**config.mk**
```make
export PLATFORM = sky130hd
export DESIGN_NAME = reg_snapshot_dumper
export DESIGN_NICKNAME = d
export VERILOG_FILES = /design/src/rtl/reg_snapshot_dumper.sv
export SDC_FILE = /design/constraint.sdc
export NUM_CORES = 1
export LEC_CHECK = 0
export BUFFER_PORTS_ARGS = -buffer_cell sky130_fd_sc_hd__buf_4
export CORE_ASPECT_RATIO = 1.1
export CORE_MARGIN = 3
export CORE_UTILIZATION = 61
export CTS_BUF_LIST = sky130_fd_sc_hd__clkbuf_4 sky130_fd_sc_hd__clkbuf_8
export DETAILED_ROUTE_END_ITERATION = 12
export PLACE_DENSITY = 0.88
export SYNTH_ARGS = -nofsm -noshare
export SYNTH_HDL_FRONTEND = slang
export SYNTH_SLANG_ARGS = --single-unit
```
**constraint.sdc**
```tcl
create_clock -name clk_i -period 4.2 [get_ports clk_i]
set_clock_uncertainty 0.2 [all_clocks]
set_input_delay 0.84 -clock clk_i [delete_from_list [all_inputs] [get_ports clk_i]]
set_output_delay 0.84 -clock clk_i [all_outputs]
set_load 0.05 [all_outputs]
```
**src/rtl/reg_snapshot_dumper.sv**
```systemverilog
// Cycle-triggered register-file snapshot: stall CPU, capture, stream out.
// Ports: clk_i/rst_i, cfg_*, rf_addr_o/rf_data_i, hold_o, dump_*, done_o, cycle_cnt_o.
module reg_snapshot_dumper #(
  parameter int DATA_W   = 32,
  parameter int NUM_REGS = 13,
  parameter int ADDR_W   = 5,
  parameter int CNT_W    = 16
) (
  input  logic              clk_i,
  input  logic              rst_i,
  input  logic [CNT_W-1:0]  cfg_end_count_i,
  input  logic              cfg_periodic_i,
  output logic [ADDR_W-1:0] rf_addr_o,
  input  logic [DATA_W-1:0] rf_data_i,
  output logic              hold_o,
  output logic              dump_valid_o,
  input  logic              dump_ready_i,
  output logic [ADDR_W-1:0] dump_idx_o,
  output logic [DATA_W-1:0] dump_data_o,
  output logic              dump_last_o,
  output logic              done_o,
  output logic [CNT_W-1:0]  cycle_cnt_o
);

  typedef enum logic [1:0] {
    S_RUN,
    S_CAPTURE,
    S_DRAIN,
    S_DONE
  } state_e;

  localparam logic [ADDR_W-1:0] LAST = ADDR_W'(NUM_REGS - 1);
  localparam logic [CNT_W-1:0]  CMAX = '1;

  state_e            state_q, state_d;
  logic [CNT_W-1:0]  cnt_q, cnt_d;
  logic [ADDR_W-1:0] addr_q, addr_d;
  logic [ADDR_W-1:0] idx_q, idx_d;
  logic              per_q, per_d;

  // Sized to the full address space so any ADDR_W index is in range.
  logic [DATA_W-1:0] buf_q [2**ADDR_W];

  always_comb begin
    state_d = state_q;
    cnt_d   = cnt_q;
    addr_d  = addr_q;
    idx_d   = idx_q;
    per_d   = per_q;
    unique case (state_q)
      S_RUN: begin
        if (cfg_end_count_i != '0 &&
            cnt_q == cfg_end_count_i) begin
          // Counter holds on the trigger edge.
          state_d = S_CAPTURE;
          addr_d  = '0;
          per_d   = cfg_periodic_i;
        end else if (cnt_q != CMAX) begin
          cnt_d = cnt_q + CNT_W'(1);
        end
      end
      S_CAPTURE: begin
        if (addr_q == LAST) begin
          state_d = S_DRAIN;
          addr_d  = '0;
          idx_d   = '0;
        end else begin
          addr_d = addr_q + ADDR_W'(1);
        end
      end
      S_DRAIN: begin
        if (dump_ready_i) begin
          if (idx_q == LAST) begin
            idx_d = '0;
            if (per_q) begin
              state_d = S_RUN;
              cnt_d   = '0;
            end else begin
              state_d = S_DONE;
            end
          end else begin
            idx_d = idx_q + ADDR_W'(1);
          end
        end
      end
      S_DONE: begin
        state_d = S_DONE;
      end
      default: begin
        state_d = S_RUN;
      end
    endcase
  end

  always_ff @(posedge clk_i or negedge rst_i) begin
    if (!rst_i) begin
      state_q <= S_RUN;
      cnt_q   <= '0;
      addr_q  <= '0;
      idx_q   <= '0;
      per_q   <= 1'b0;
    end else begin
      state_q <= state_d;
      cnt_q   <= cnt_d;
      addr_q  <= addr_d;
      idx_q   <= idx_d;
      per_q   <= per_d;
    end
  end

  // Buffer contents are don't-care after reset.
  always_ff @(posedge clk_i) begin
    if (state_q == S_CAPTURE) begin
      buf_q[addr_q] <= rf_data_i;
    end
  end

  assign hold_o       = (state_q == S_CAPTURE);
  assign dump_valid_o = (state_q == S_DRAIN);
  assign dump_idx_o   = idx_q;
  // Gated so stale or unwritten buffer never leaks out.
  assign dump_data_o  = dump_valid_o ? buf_q[idx_q] : '0;
  assign dump_last_o  = dump_valid_o && (idx_q == LAST);
  assign done_o       = (state_q == S_DONE);
  assign cycle_cnt_o  = cnt_q;
  assign rf_addr_o    = addr_q;

endmodule

```
==> results of run 1 <==
## cells by family after synthesis
kind of cell	count (synthesis)	synth area share
compound gates	121	0.0223
xor+xnor	18	0.00400
buf+inv	115	0.0164
fa+ha+maj	7	0.00212
mux	383	0.172
simple gates	167	0.0213
flops	1053	0.762
## layer usage
layer	vias to the layer above	share of wire	track usage
met5	-	0.00011	0
met1	11500	0.29	0.416
met3	720	0.14	0.0959
li1	8463	-	-
met2	2698	0.48	0.545
met4	2	0.080	0.214
## path summary, 6_finish.rpt
path | slack (ns) | to | start | depth (start not counted)
min | 0.06 | per_q | cfg_periodic_i | 2
min in group asynchronous | 0.30 | rf_addr_o[3] | rst_i | 2
max | -0.20 | dump_data_o[31] | dump_idx_o[0] | 7
max reg2reg | 0.68 | buf_q[1][26] | state_q[0] | 4
max in group asynchronous | 3.15 | dump_idx_o[0] | rst_i | 2
min reg2reg | 0.39 | per_q | per_q | 1
## through the flow
| step | hold slack (ns) | std cells | total power [uW] | area (sq um) |
|---|---|---|---|---|
| 3_3_place_gp | 0.337 | 2815 | 11900 | 43800 |
| 2_1_floorplan | 0.303 | 1864 | 11800 | 41400 |
| 6_report | 0.0594 | 3124 | 20000 | 47600 |
| 3_5_place_dp | 0.332 | 2815 | 11900 | 43800 |
| 4_1_cts | 0.00565 | 3110 | 19700 | 47200 |
| 5_1_grt | 0.0392 | 3121 | 20400 | 47600 |
## state kept, by name, indices dropped and copies added (netlist names)
| signal | flops |
|---|---|
| buf_q | 1024 |
| cycle_cnt_o | 16 |
| dump_idx_o | 5 |
| rf_addr_o | 5 |
| state_q | 2 |
| per_q | 1 |
## cell usage in the layout, fill, tap and decap left out, types with 14 or more instances in the layout
cell type	instances
a22o_1	31
buf_12	20
buf_4	179
clkbuf_4	54
clkbuf_8	156
clkinv_1	38
dfrtp_1	24
edfxtp_1	1024
inv_1	14
mux2_2	64
mux2i_1	54
mux4_2	256
nand2_1	20
nand3_1	22
nor2_1	14
nor2_4	34
nor3_2	18
o22ai_1	18
o22ai_2	14
## power groups by stage
stage / Combinational (uW) / Sequential (uW) / Clock (uW)
final: 201 / 11500 / 8250
after global routing: 215 / 11500 / 8630
after CTS: 187 / 11500 / 7980
after detailed placement: 186 / 11700 / 0
after global placement: 166 / 11700 / 0
after floorplan: 9.30 / 11700 / 0
## worst max-delay path, delay by kind of cell, from the launching register on
family          cells  cell delay [ns]
flops               1             0.53
simple gates        1             0.55
mux                 2             0.46
buf+inv             3             0.72
compound gates      1             0.26
## cell type report
class / instances / area share
clock inverters: 63 / 0.00781
multi-input cells: 697 / 0.204
repair buffers: 224 / 0.0485
inverters: 15 / 0.00118
clock buffers: 210 / 0.0536
diodes: 4 / 0.000210
well taps: 858 / 0.0226
flip-flops and latches: 1053 / 0.662
## what timing repair did
item,CTS,global route
endpoints found under the setup margin,32,28
pin swaps,1,1
resized for setup,36,45
gates cloned,6,3
setup buffers,15,7
hold endpoints to repair,29,0
hold buffers,1,0
==> out/qor.csv, run 1 <==
metric,value,unit
cpMaxStageDelayCell,nor3_2,
pwr-share-comb,0.010,
synth_commonest_cells,"edfxtp_1 (1024), mux4_2 (256), mux2_2 (66), mux2i_1 (61), nor2_1 (47)",
layout-drive-gt1-share,0.397,
status,"complete, but fails checks",
fin_util,0.713,
synth_top_flop_cell,edfxtp_1,
fmax,227,MHz
cts-htree-levels,4,
nFillCells,3229,
power_switching,4290,uW
io_pins,114,
clock_path_buffers,3,
wl_per_cell,39.3,um
drtPass1Iterations,6,
die_x,254,um
vias_per_cell,7.48,
finalWorstSetupSlack,-0.197,ns
cp_slowest_stage_delay,0.55,ns
synth_area_per_cell,22.2,sq um
grt_setup_unrepaired,yes,
first_global_vias,23800,
synth_edf_count,1024,
clock_sinks,1053,
critPathArrivalTime,3.36,ns
setup_tns,-0.694,ns
clk_latency,0.83,ns
synth_cells,1864,
worstSetupPathType,reg -> out,
fin_nets,2200,
die-area,0.0709,sq mm
worstHoldPathType,in -> reg,
powerDensity,420,mW/mm^2
failed_checks,setup timing,
synth_nets,1923,
cts_tree,done,
hold_viol_final,0,
initial_core_util,0.619,
synth-seq-cells,1053,
cts_buffers,150,
area_growth,15.1,%
p_int,15700,uW
port-buffer-count,113,
register_area,0.0315,sq mm
p_leak,0.0149,uW
syn_area,0.0413,sq mm
grt_start_max_net_pins,48,
rows,99,
maxSlewViolCount,0,
vias,23400,
fin_crit_sh,1.05,
ir_drop,0.000354,V
yosysWarnings,0,
core,0.0668,sq mm
synth_cell_types,61,
drtIter0Drc,4595,
dp_slack,0.637,ns
gp_congestion,0.793,
synthTopCellsByArea,"edfxtp_1 (74%), mux4_2 (14%), mux2_2 (1.8%)",
seq_area_frac_synth,0.762,
p_seq_frac,0.577,
overflow,0,
grt_pass1_wl,168000,um
crit_path_end_kind,primary output,
die_h,279,um
relSlewSlack,0.390,
cp_data_required_time,3.16,ns
setup_violations,12,
crit_chain,"buf_8, clkbuf_16, mux4_2, mux2i_1, a22o_1, nor3_2, buf_4",
cts_root_buf,clkbuf_8,
drc,0,
antenna_found_initial,3,
drt.antenna.violating_nets,0,
async_reset_ff_frac,0.0275,
drt-total-wl,123000,um
multi_input_area,0.00972,sq mm
track_usage,0.341,
period_minus_slack,4.40,ns
critPathMaxFanout,14,
worst_pin_slew,0.913,ns
synthMostInstantiatedCell,edfxtp_1,
synth_top_area_frac,0.744,
crit_path_start_kind,flop,
post-dp-hpwl,56100,um
yosys.area.top_type,edfxtp_1,
clk_pin_slew,0.08,ns
pwr-share-clk,0.413,
p_sw_frac,0.215,
maxCapViolations,0,
Note: power is estimated with default switching activity, not from simulation.
==> inputs of run 2 (changes only) <==
==> constraint.sdc (replaced) <==
create_clock -name clk_i -period 4.2 [get_ports clk_i]
set_clock_uncertainty 0.2 [all_clocks]
set_input_delay 0.21 -clock clk_i [delete_from_list [all_inputs] [get_ports clk_i]]
set_output_delay 0.21 -clock clk_i [all_outputs]
set_load 0.05 [all_outputs]
==> out/qor.csv, run 2 (same netlist as run 1, synthesis figures left out) <==
metric,value,unit
core,0.0668,sq mm
area_growth,14.5,%
drtIter0Drc,3401,
place_area,0.0438,sq mm
final_common_cell,edfxtp_1,
first_global_vias,23100,
maxCapViolations,0,
clock_sinks,1053,
min_path_cells,6,
powerDensity,420,mW/mm^2
clk_pin_slew,0.06,ns
grt_pass1_wl,158000,um
cts_buffers,152,
fin_nets,2212,
p_leak,0.0148,uW
rows,99,
crit_path_start,dump_idx_o[1],
port-buffer-count,113,
final_design_area_no_fill,0.0473,sq mm
crit_path_end_kind,primary output,
fin_crit_sh,0.947,
period_minus_slack,3.98,ns
critPathMaxFanout,20,
wl_per_cell,34.9,um
post-dp-hpwl,56100,um
worstHoldPathType,in -> reg,
largest-register,buf_q,
maxSlewViolCount,0,
drt.antenna.violating_nets,0,
cts_root_buf,clkbuf_8,
layout-drive-gt1-share,0.359,
drt-total-wl,109000,um
die_x,254,um
antenna_found_initial,2,
hold_viol_final,0,
layout_common_cells,"edfxtp_1 (1024), mux4_2 (256), clkbuf_8 (157), buf_4 (154), mux2_2 (66)",
timing.rr.end,cycle_cnt_o[14],
largest_reg_flops,1024,
rr_worst_depth,8,
crit_path_start_kind,flop,
drc,0,
initial_core_util,0.619,
dp.cells,2803,
grt_start_max_net_pins,55,
die-area,0.0709,sq mm
cts_tree,done,
clk_latency,0.81,ns
worstHoldStart,cfg_end_count_i[2],
gp_congestion,0.825,
setup_tns,0,ns
cts_resized,0,
setup_violations,0,
die_h,279,um
cp_data_required_time,3.79,ns
vias_per_cell,7.06,
status,completed,
fmax,251,MHz
grt_setup_unrepaired,no,
track_usage,0.317,
vias,22100,
ff2ff_setup_slack,0.72,ns
holdPathEnd,cycle_cnt_o[15],
layoutNonFillerInstCount,3133,
worstSetupPathType,reg -> out,
worst_pin_slew,1.12,ns
ir_drop,0.000327,V
overflow,0,
fin_util,0.709,
drtPass1Iterations,6,
cts-htree-levels,4,
io_pins,114,
clock_path_buffers,3,
relSlewSlack,0.254,
critPathArrivalTime,3.57,ns
r2r_start,cycle_cnt_o[14],
[run 2: changes by cell type in the layout (fill, tap and decap cells not counted), moves of 10 or more]
| cell | before | now |
|---|---|---|
| buf_16 | 13 | 0 |
| nor3_1 | 12 | 29 |
| o22ai_1 | 18 | 32 |
| buf_4 | 179 | 154 |
| dlygate4sd3_1 | 1 | 50 |
| buf_12 | 20 | 30 |
| nor3_2 | 18 | 1 |
| o22ai_2 | 14 | 0 |
[run 2: worst max-delay path by stage]
stage / cells after the start / slack [ns] / to
after global placement: 7 / 0.76 / dump_data_o[2]
after floorplan: 6 / 0.40 / dump_data_o[28]
after detailed placement: 7 / 0.67 / dump_data_o[23]
final: 7 / 0.22 / dump_data_o[15]
after global routing: 7 / 0.14 / dump_data_o[23]
after CTS: 7 / 0.06 / dump_data_o[23]
[run 2: area by class of cell]
type	instances	area [sq um]
clock inverters	58	378
repair buffers	235	2270
multi-input cells	696	9440
diodes	2	5.00
fillers	3316	19400
inverters	15	56.3
well taps	858	1070
flip-flops and latches	1053	31500
clock buffers	216	2600
[run 2: repair_timing]
item | in CTS | in global routing
endpoints found under the setup margin | 22 | 4
setup buffers | 1 | 2
endpoints found under the hold margin | 1073 | 0
hold buffers | 51 | 0
[run 2: per-stage QoR]
step | hold slack [ns] | setup slack (ns) | total power (uW)
3_5_place_dp | -0.0315 | 0.670 | 11900
5_1_grt | 0.0981 | 0.136 | 20300
6_report | 0.0642 | 0.223 | 19900
3_3_place_gp | -0.0460 | 0.755 | 11900
2_1_floorplan | -0.286 | 0.403 | 11800
4_1_cts | 0.0126 | 0.0553 | 19900
[run 2: report_power, final]
group | total, uW | internal (uW) | switching [uW]
Sequential | 11500 | 11500 | 0.00124
Clock | 8110 | 4250 | 3870
Combinational | 231 | 65.4 | 166
[run 2: worst max-delay path, stage by stage (launching register included)]
cell	delay [ns]
dfrtp_4	0.63
buf_4	0.38
buf_4	0.38
mux4_2	0.26
mux2i_1	0.10
a22o_1	0.32
nor3_1	0.37
buf_4	0.28
[run 2: per-layer routing]
layer	up-vias	GRT usage	wire length [um]
li1	8468	-	-
met1	11200	0.400	34400
met2	2049	0.512	55100
met3	441	0.0754	13300
met4	2	0.179	6680
met5	-	0	13
